[src/rtl/rx_frame_check.sv]
// rtl/rx_frame_check.sv - UART RX frame checker: start glitch, parity, stop checks and LSB-first capture.
// Optional error counters are enabled by defining RX_ERR_CNT_EN.
module rx_frame_check #(
  parameter int DATA_WIDTH = 8,
  parameter int PRESC_W    = 6,
  parameter int STOP_BITS  = 1,
  parameter int ERR_CNT_W  = 8
) (
  input  logic                  CLK,
  input  logic                  RST,
  input  logic                  frm_start,
  input  logic                  sampled_bit,
  input  logic [PRESC_W-1:0]    edge_cnt,
  input  logic [PRESC_W-1:0]    PRESCALE,
  input  logic                  PAR_EN,
  input  logic                  PAR_TYP,
  input  logic                  err_cnt_clr,
  output logic                  busy,
  output logic                  strt_glitch,
  output logic                  par_err,
  output logic                  stp_err,
  output logic                  frame_done,
  output logic                  data_valid,
  output logic [DATA_WIDTH-1:0] p_data,
  output logic [ERR_CNT_W-1:0]  glitch_cnt,
  output logic [ERR_CNT_W-1:0]  par_err_cnt,
  output logic [ERR_CNT_W-1:0]  stp_err_cnt
);

  localparam int IDX_W = $clog2(DATA_WIDTH);
  localparam logic [IDX_W-1:0] LAST_BIT  = IDX_W'(DATA_WIDTH - 1);
  localparam logic             LAST_STOP = 1'(STOP_BITS - 1);

  typedef enum logic [2:0] {S_IDLE, S_START, S_DATA, S_PARITY, S_STOP} state_t;

  state_t                state_q, state_d;
  logic [IDX_W-1:0]      bit_idx_q, bit_idx_d;
  logic                  stop_idx_q, stop_idx_d;
  logic [DATA_WIDTH-1:0] shift_q, shift_d;
  logic                  acc_q, acc_d;
  logic                  pen_q, pen_d;
  logic                  ptyp_q, ptyp_d;
  logic                  glitch_q, glitch_d;
  logic                  par_err_q, par_err_d;
  logic                  stp_err_q, stp_err_d;
  logic                  done_q, done_d;
  logic                  valid_q, valid_d;
  logic [DATA_WIDTH-1:0] p_data_q, p_data_d;
  logic                  stb;

  assign stb = (edge_cnt == PRESCALE);

  always_comb begin
    state_d    = state_q;
    bit_idx_d  = bit_idx_q;
    stop_idx_d = stop_idx_q;
    shift_d    = shift_q;
    acc_d      = acc_q;
    pen_d      = pen_q;
    ptyp_d     = ptyp_q;
    glitch_d   = glitch_q;
    par_err_d  = par_err_q;
    stp_err_d  = stp_err_q;
    done_d     = 1'b0;
    valid_d    = 1'b0;
    p_data_d   = p_data_q;
    case (state_q)
      S_IDLE: begin
        if (frm_start) begin
          state_d   = S_START;
          glitch_d  = 1'b0;
          par_err_d = 1'b0;
          stp_err_d = 1'b0;
          pen_d     = PAR_EN;
          ptyp_d    = PAR_TYP;
        end
      end
      S_START: begin
        if (stb) begin
          if (sampled_bit) begin
            glitch_d = 1'b1;
            state_d  = S_IDLE;
          end else begin
            state_d   = S_DATA;
            bit_idx_d = '0;
            acc_d     = 1'b0;
          end
        end
      end
      S_DATA: begin
        if (stb) begin
          // Shift in at the MSB so the first received bit ends up at bit 0.
          shift_d   = {sampled_bit, shift_q[DATA_WIDTH-1:1]};
          acc_d     = acc_q ^ sampled_bit;
          bit_idx_d = bit_idx_q + 1'b1;
          if (bit_idx_q == LAST_BIT) begin
            state_d    = pen_q ? S_PARITY : S_STOP;
            stop_idx_d = 1'b0;
          end
        end
      end
      S_PARITY: begin
        if (stb) begin
          par_err_d  = (sampled_bit != (acc_q ^ ptyp_q));
          state_d    = S_STOP;
          stop_idx_d = 1'b0;
        end
      end
      S_STOP: begin
        if (stb) begin
          if (!sampled_bit) stp_err_d = 1'b1;
          if (stop_idx_q == LAST_STOP) begin
            state_d = S_IDLE;
            done_d  = 1'b1;
            valid_d = !par_err_d && !stp_err_d;
            if (valid_d) p_data_d = shift_q;
          end else begin
            stop_idx_d = stop_idx_q + 1'b1;
          end
        end
      end
      default: state_d = S_IDLE;
    endcase
  end

  always_ff @(posedge CLK or negedge RST) begin
    if (!RST) begin
      state_q    <= S_IDLE;
      bit_idx_q  <= '0;
      stop_idx_q <= 1'b0;
      shift_q    <= '0;
      acc_q      <= 1'b0;
      pen_q      <= 1'b0;
      ptyp_q     <= 1'b0;
      glitch_q   <= 1'b0;
      par_err_q  <= 1'b0;
      stp_err_q  <= 1'b0;
      done_q     <= 1'b0;
      valid_q    <= 1'b0;
      p_data_q   <= '0;
    end else begin
      state_q    <= state_d;
      bit_idx_q  <= bit_idx_d;
      stop_idx_q <= stop_idx_d;
      shift_q    <= shift_d;
      acc_q      <= acc_d;
      pen_q      <= pen_d;
      ptyp_q     <= ptyp_d;
      glitch_q   <= glitch_d;
      par_err_q  <= par_err_d;
      stp_err_q  <= stp_err_d;
      done_q     <= done_d;
      valid_q    <= valid_d;
      p_data_q   <= p_data_d;
    end
  end

  assign busy        = (state_q != S_IDLE);
  assign strt_glitch = glitch_q;
  assign par_err     = par_err_q;
  assign stp_err     = stp_err_q;
  assign frame_done  = done_q;
  assign data_valid  = valid_q;
  assign p_data      = p_data_q;

`ifdef RX_ERR_CNT_EN
  logic [ERR_CNT_W-1:0] glitch_cnt_q, par_cnt_q, stp_cnt_q;
  logic                 glitch_inc, par_inc, stp_inc;

  // Count flag rising edges so a sticky flag is counted once per frame.
  assign glitch_inc = glitch_d  & ~glitch_q;
  assign par_inc    = par_err_d & ~par_err_q;
  assign stp_inc    = stp_err_d & ~stp_err_q;

  always_ff @(posedge CLK or negedge RST) begin
    if (!RST) begin
      glitch_cnt_q <= '0;
      par_cnt_q    <= '0;
      stp_cnt_q    <= '0;
    end else if (err_cnt_clr) begin
      glitch_cnt_q <= '0;
      par_cnt_q    <= '0;
      stp_cnt_q    <= '0;
    end else begin
      if (glitch_inc && !(&glitch_cnt_q)) glitch_cnt_q <= glitch_cnt_q + 1'b1;
      if (par_inc && !(&par_cnt_q))       par_cnt_q    <= par_cnt_q + 1'b1;
      if (stp_inc && !(&stp_cnt_q))       stp_cnt_q    <= stp_cnt_q + 1'b1;
    end
  end

  assign glitch_cnt  = glitch_cnt_q;
  assign par_err_cnt = par_cnt_q;
  assign stp_err_cnt = stp_cnt_q;
`else
  logic unused_err_cnt_clr;
  assign unused_err_cnt_clr = err_cnt_clr;
  assign glitch_cnt  = '0;
  assign par_err_cnt = '0;
  assign stp_err_cnt = '0;
`endif

endmodule

[config.mk]
export PLATFORM = sky130hd
export DESIGN_NAME = rx_frame_check
export DESIGN_NICKNAME = d
export VERILOG_FILES = /design/src/rtl/rx_frame_check.sv
export SDC_FILE = /design/constraint.sdc
export NUM_CORES = 1
export LEC_CHECK = 0
export BUFFER_PORTS_ARGS = -buffer_cell sky130_fd_sc_hd__buf_2
export CAP_MARGIN = 0
export CORE_MARGIN = 2
export CORE_UTILIZATION = 43
export CTS_CLUSTER_DIAMETER = 50
export DETAILED_ROUTE_END_ITERATION = 10
export GPL_TIMING_DRIVEN = 0
export PLACE_DENSITY = 0.74
export SLEW_MARGIN = 15
export SYNTH_ARGS = -nofsm -noshare
export SYNTH_HDL_FRONTEND = slang
export SYNTH_SLANG_ARGS = --single-unit
[constraint.sdc]
create_clock -name CLK -period 3.9 [get_ports CLK]
set_clock_uncertainty 0.15 [all_clocks]
set_input_delay 0.195 -clock CLK [delete_from_list [all_inputs] [get_ports CLK]]
set_output_delay 0.195 -clock CLK [all_outputs]
set_load 0.01 [all_outputs]
# --- Yosys cells after proc, flatten, opt, wreduce, memory -nomap -nowiden ---
# Index checks and enable logic that the tools add are counted.
op_classes:
  n_addsub: 2
  eq_ne: 16
  muxes: 41
  bitwise_logic: 3
  reduce_logical: 19
op_table:
  columns: ["cell", "n"]
  rows:
  - ["$mux 3", 11]
  - ["$mux 1", 22]
  - ["$ne 2x2->1 const B", 9]
  - ["$pmux 3 s5", 1]
  - ["$reduce_and 4->1", 3]
  - ["$pmux 1 s2", 4]
  - ["$reduce_bool 2->1", 4]
  - ["$reduce_and 7->1", 1]
  - ["$eq 3x2->1 const B", 2]
  - ["$eq 3x3->1 const B", 2]
  - ["$eq 6x6->1", 1]
  - ["$pmux 3 s2", 1]
  - ["$reduce_and 3->1", 2]
  - ["$reduce_bool 3->1", 2]
  - ["$reduce_and 5->1", 1]
  - ["$reduce_and 2->1", 2]
  - ["$add 3x1->3 const B", 1]
  - ["$eq 3x1->1 const B", 1]
  - ["$logic_not 3->1", 1]
  - ["$pmux 1 s3", 1]
  - ["$logic_not 1->1", 2]
  - ["$mux 2", 1]
  - ["$xor 1x1->1", 2]
  - ["$add 1x1->1 const B", 1]
  - ["3 further kinds", 3]
word_totals:
  regBits: 31
  input_bits: 19
  out_inout_bits: 38
  elab_cells: 94

# --- Logic depth before layout (Yosys ltp) ---
logic_depth:
  depth_word: 8
  ltp_mapped: 6
  ltp_nobuf: 6

# --- Least setup slack after synthesis ---
# OpenSTA, ideal clock, no wires.
synth_timing:
  path_kind: "register to register"
  start: "register bit_idx_q[0]"
  end: "register state_q[2]"
  setup_ns: 0.125
  t_arrival_ns: 1.569
  t_required_ns: 3.625
  slack_ns: 2.056
  stages_incl_launch_ff: 7
  n_path_buf: 0
  synth_period_minus_slack_ns: 1.844
  path_cell_list: "dfrtp_1 ha_1 ha_1 mux2i_1 nand2_1 a31oi_1 mux2_2"
synth_via:
  elab_chain_cells: 3
synth_rtl:
  columns: ["item", "line", "rtl"]
  rows:
  - ["start: declaration", "37", "logic [IDX_W-1:0] bit_idx_q, bit_idx_d;"]
  - ["start signal: assignment", "143", "bit_idx_q <= bit_idx_d;"]
  - ["$eq 3x3->1", "96", "if (bit_idx_q == LAST_BIT) begin"]
  - ["$ne 2x2->1 (no line)", null, null]
  - ["$reduce_and 7->1 (no line)", null, null]
  - ["end signal: assignment", "142", "state_q <= state_d;"]
  - ["end: declaration", "36", "state_t state_q, state_d;"]
# No other way between the ends.
# A chain may end at the register's enable or synchronous reset.

# --- Worst setup path in the final report ---
layout_timing:
  start: "register state_q[1]"
  end: "register p_data_q[7], in the netlist p_data[7]"
layout_via:
  elab_chain_cells: 2
layout_rtl:
  columns: ["item", "line", "rtl"]
  rows:
  - ["$eq 3x3->1", "67", "case (state_q)"]
  - ["$reduce_and 4->1 (no line)", null, null]
  - ["end signal: assignment", "154", "p_data_q <= p_data_d;"]
  - ["end: declaration", "48", "logic [DATA_WIDTH-1:0] p_data_q, p_data_d;"]
# No other way between the ends.

==> results.json <==
{
  "synthArstFlopShare_pct": 100.0,
  "drt-initial-drc-count": 15,
  "cap_violations": 0,
  "start_kind": "flop",
  "cpLargestDelayFamily": "simple AND/OR/NAND/NOR gates",
  "yosys_warnings": 0,
  "critPathKind": "flop to flop",
  "slew_violations": 0,
  "grt_setup_unrepaired": "false",
  "via_count": 1140,
  "status": "complete, no violations",
  "netlist-cell-type-count": 33,
  "drt_pre_antenna_iters": 4,
  "synthCells": 143,
  "ant_nets": 0,
  "cp.required_ps": 3920,
  "synthTopCellsByCount": "dfrtp_1 (30), buf_4 (25), mux2_2 (18), nor2_1 (8), nand2_1 (7)",
  "io-pin-count": 57,
  "power.leakage_nw": 1.092,
  "synth_top_area_share_pct": 46.77,
  "rows": 22,
  "worst-path-buf-inv": 1,
  "period_minus_slack_ps": 1973,
  "via_per_inst": 4.453,
  "post-dp-hpwl_um": 2055,
  "dieArea_um2": 4238,
  "die_h_um": 65.10,
  "cts_tree": "done",
  "synth_edf_count": 0,
  "setup_viol": 0,
  "grt_pass1_vias": 1085,
  "cpPeakStageDelay_ps": 410,
  "synth_area_leaders": "dfrtp_1 (47%), mux2_2 (13%), buf_4 (12%)",
  "rr_startpoint": "state_q[1]$_DFFE_PN0P_",
  "hold_path_class": "input pin to flop",
  "cts_resized": 0,
  "crit_chain": "buf_4, nor2_1, nand4_1, nor3_4, mux2_2",
  "tns_ps": 0,
  "ff2ff_path_depth": 5,
  "cp.depth": 5,
  "seq_area_frac_synth_pct": 46.77,
  "worstMarginPinSlew_ps": 655.5,
  "avgSynthCellArea_um2": 11.23,
  "ir_drop_uv": 211.5,
  "core-area_um2": 3633,
  "hold_viol_final": 0,
  "synth_most_common_cell": "dfrtp_1",
  "grt_max_degree": 31,
  "diodes": 0,
  "place_area_um2": 1907,
  "die_x_um": 65.10,
  "start_util_pct": 44.18,
  "antenna_found_initial": 0,
  "area_delta_synth_final_pct": 26.58,
  "worstSetupEndpointType": "flop",
  "root_buffer": "clkbuf_8",
  "startpoint": "state_q[1]$_DFFE_PN0P_",
  "ys_seq_elements": 30,
  "worstPathArrival_ps": 1990,
  "drc_errors": 0,
  "avgRoutedWirePerCell_um": 10.53,
  "rrSetupSlack_ps": 1930,
  "nets": 228,
  "cts_setup_buffers": 0,
  "fin_crit_sh_pct": 50.59,
  "critPathMaxFanout": 9,
  "synth.largest_area_cell": "dfrtp_1",
  "clk_pin_slew_worst_paths_ps": 60,
  "reg2reg_to": "p_data[7]$_DFFE_PN0P_",
  "fmax_mhz": 506.8,
  "grt_pass1_wl_um": 4588,
  "crit_end": "p_data[7]$_DFFE_PN0P_",
  "drive_gt1_share_pct": 42.79,
  "cts.path.max_buffers": 2,
  "clkSinkCount": 30,
  "clock_latency_ps": 280,
  "io_buffers": 31,
  "ys.flop_type": "dfrtp_1",
  "ctsHtreeMaxLevel": 2,
  "fin_area_um2": 2032,
  "numCtsBuffers": 5,
  "cp_slowest_cell": "nor3_4",
  "grt_usage_pct": 14.52,
  "power_density_nw_per_um2": 441.0,
  "slew_headroom_pct": 56.30,
  "gp_congestion": 0.8561,
  "wirelength_um": 2695,
  "syn_area_um2": 1605,
  "grt-ovfl-total": 0
}
-- per-layer routing --
metal	up-vias	part of all wire, %	track usage, %
li1	575	-	-
met1	509	44	16.74
met2	46	46	23.71
met3	10	6.7	3.596
met4	0	3.6	10.16
met5	-	0	0
-- layout by cell type (no fill, tap or decap), types with 2 or more instances in the layout --
master	synthesis	final
inv_1	5	5
mux2_2	18	18
dlygate4sd3_1	0	3
a21oi_1	2	2
conb_1	1	24
dfrtp_1	30	30
o2bb2ai_1	3	3
nand2_1	7	7
nand2b_1	2	2
nor4b_2	2	2
buf_2	2	33
buf_4	25	25
ha_1	2	2
nor2_1	8	8
clkbuf_8	0	6
o21ai_0	6	6
xnor2_1	5	5
nor3_1	2	2
mux2i_1	4	4
nand4_1	2	2
xor2_1	3	3
-- metrics by stage --
step | cells | hold WS (ps) | util, % | worst slack, ps | total power [mW]
after floorplan | 166 | -250.6 | - | 2056 | 0.5813
after global placement | 245 | 116.3 | 52.48 | 1936 | 0.6378
after detailed placement | 245 | 108.7 | 52.48 | 1932 | 0.6419
after CTS | 256 | 96.37 | 55.92 | 1915 | 0.9079
after global routing | 256 | 134.2 | 55.92 | 1788 | 0.9591
final | 256 | 116.5 | 55.92 | 1927 | 0.8960
-- what timing repair did --
action | 4_1_cts | 5_1_grt
endpoints found under the hold margin | 32 | 0
hold buffers | 3 | 0
setup endpoints to repair | 0 | 0
-- state kept, by name (all words and copies together), names as in the netlist --
name	count
acc_q	1
bit_idx_q	3
data_valid	1
frame_done	1
p_data	8
par_err	1
pen_q	1
ptyp_q	1
shift_q	8
state_q	3
stp_err	1
strt_glitch	1
-- cell families after synthesis --
kind of cell	count (synthesis)	synth area share, %
adders and majority gates	2	1.559
xor gates and xnor gates	8	4.365
and+or+nand+nor	32	12.00
DFF	30	46.77
AOI/OAI and AO/OA	16	6.470
muxes	22	15.12
other	1	0.2336
buffers and inverters	32	13.48
-- power by group --
part	internal [mW]	switching (mW)	leakage, nW	total (mW)
sequential	0.343	0.0305	0.412	0.373
combinational	0.121	0.143	0.634	0.264
clock	0.141	0.117	0.0472	0.259
total	0.605	0.291	1.09	0.896
-- tightest hold or removal path: stages --
cell     delay, ps
buf_2          120
nand2_1         70
o21ai_0         70
o21ai_0         70
-- area by class of cell --
cell class / count / area, um2
fillers: 351 / 1602
flip-flops and latches: 30 / 750.7
multi-input cells: 104 / 724.4
plain buffers: 27 / 197.7
repair buffers: 34 / 185.2
clock buffers: 6 / 82.58
well taps: 48 / 60.06
inverters: 5 / 18.77
clock inverters: 2 / 12.51
-- worst min-delay path by stage --
stage	slack (ps)	from	endpoint	cells after the start
2_1_floorplan	-250	RST	acc_q$_DFFE_PN0P_	0
6_report	120	frm_start	stp_err$_DFFE_PN0P_	4
4_1_cts	100	frm_start	stp_err$_DFFE_PN0P_	4
3_5_place_dp	110	RST	strt_glitch$_DFFE_PN0P_	1
5_1_grt	130	sampled_bit	shift_q[7]$_DFFE_PN0P_	2
3_3_place_gp	120	RST	strt_glitch$_DFFE_PN0P_	1
Note: power is estimated with default switching activity, not from simulation.
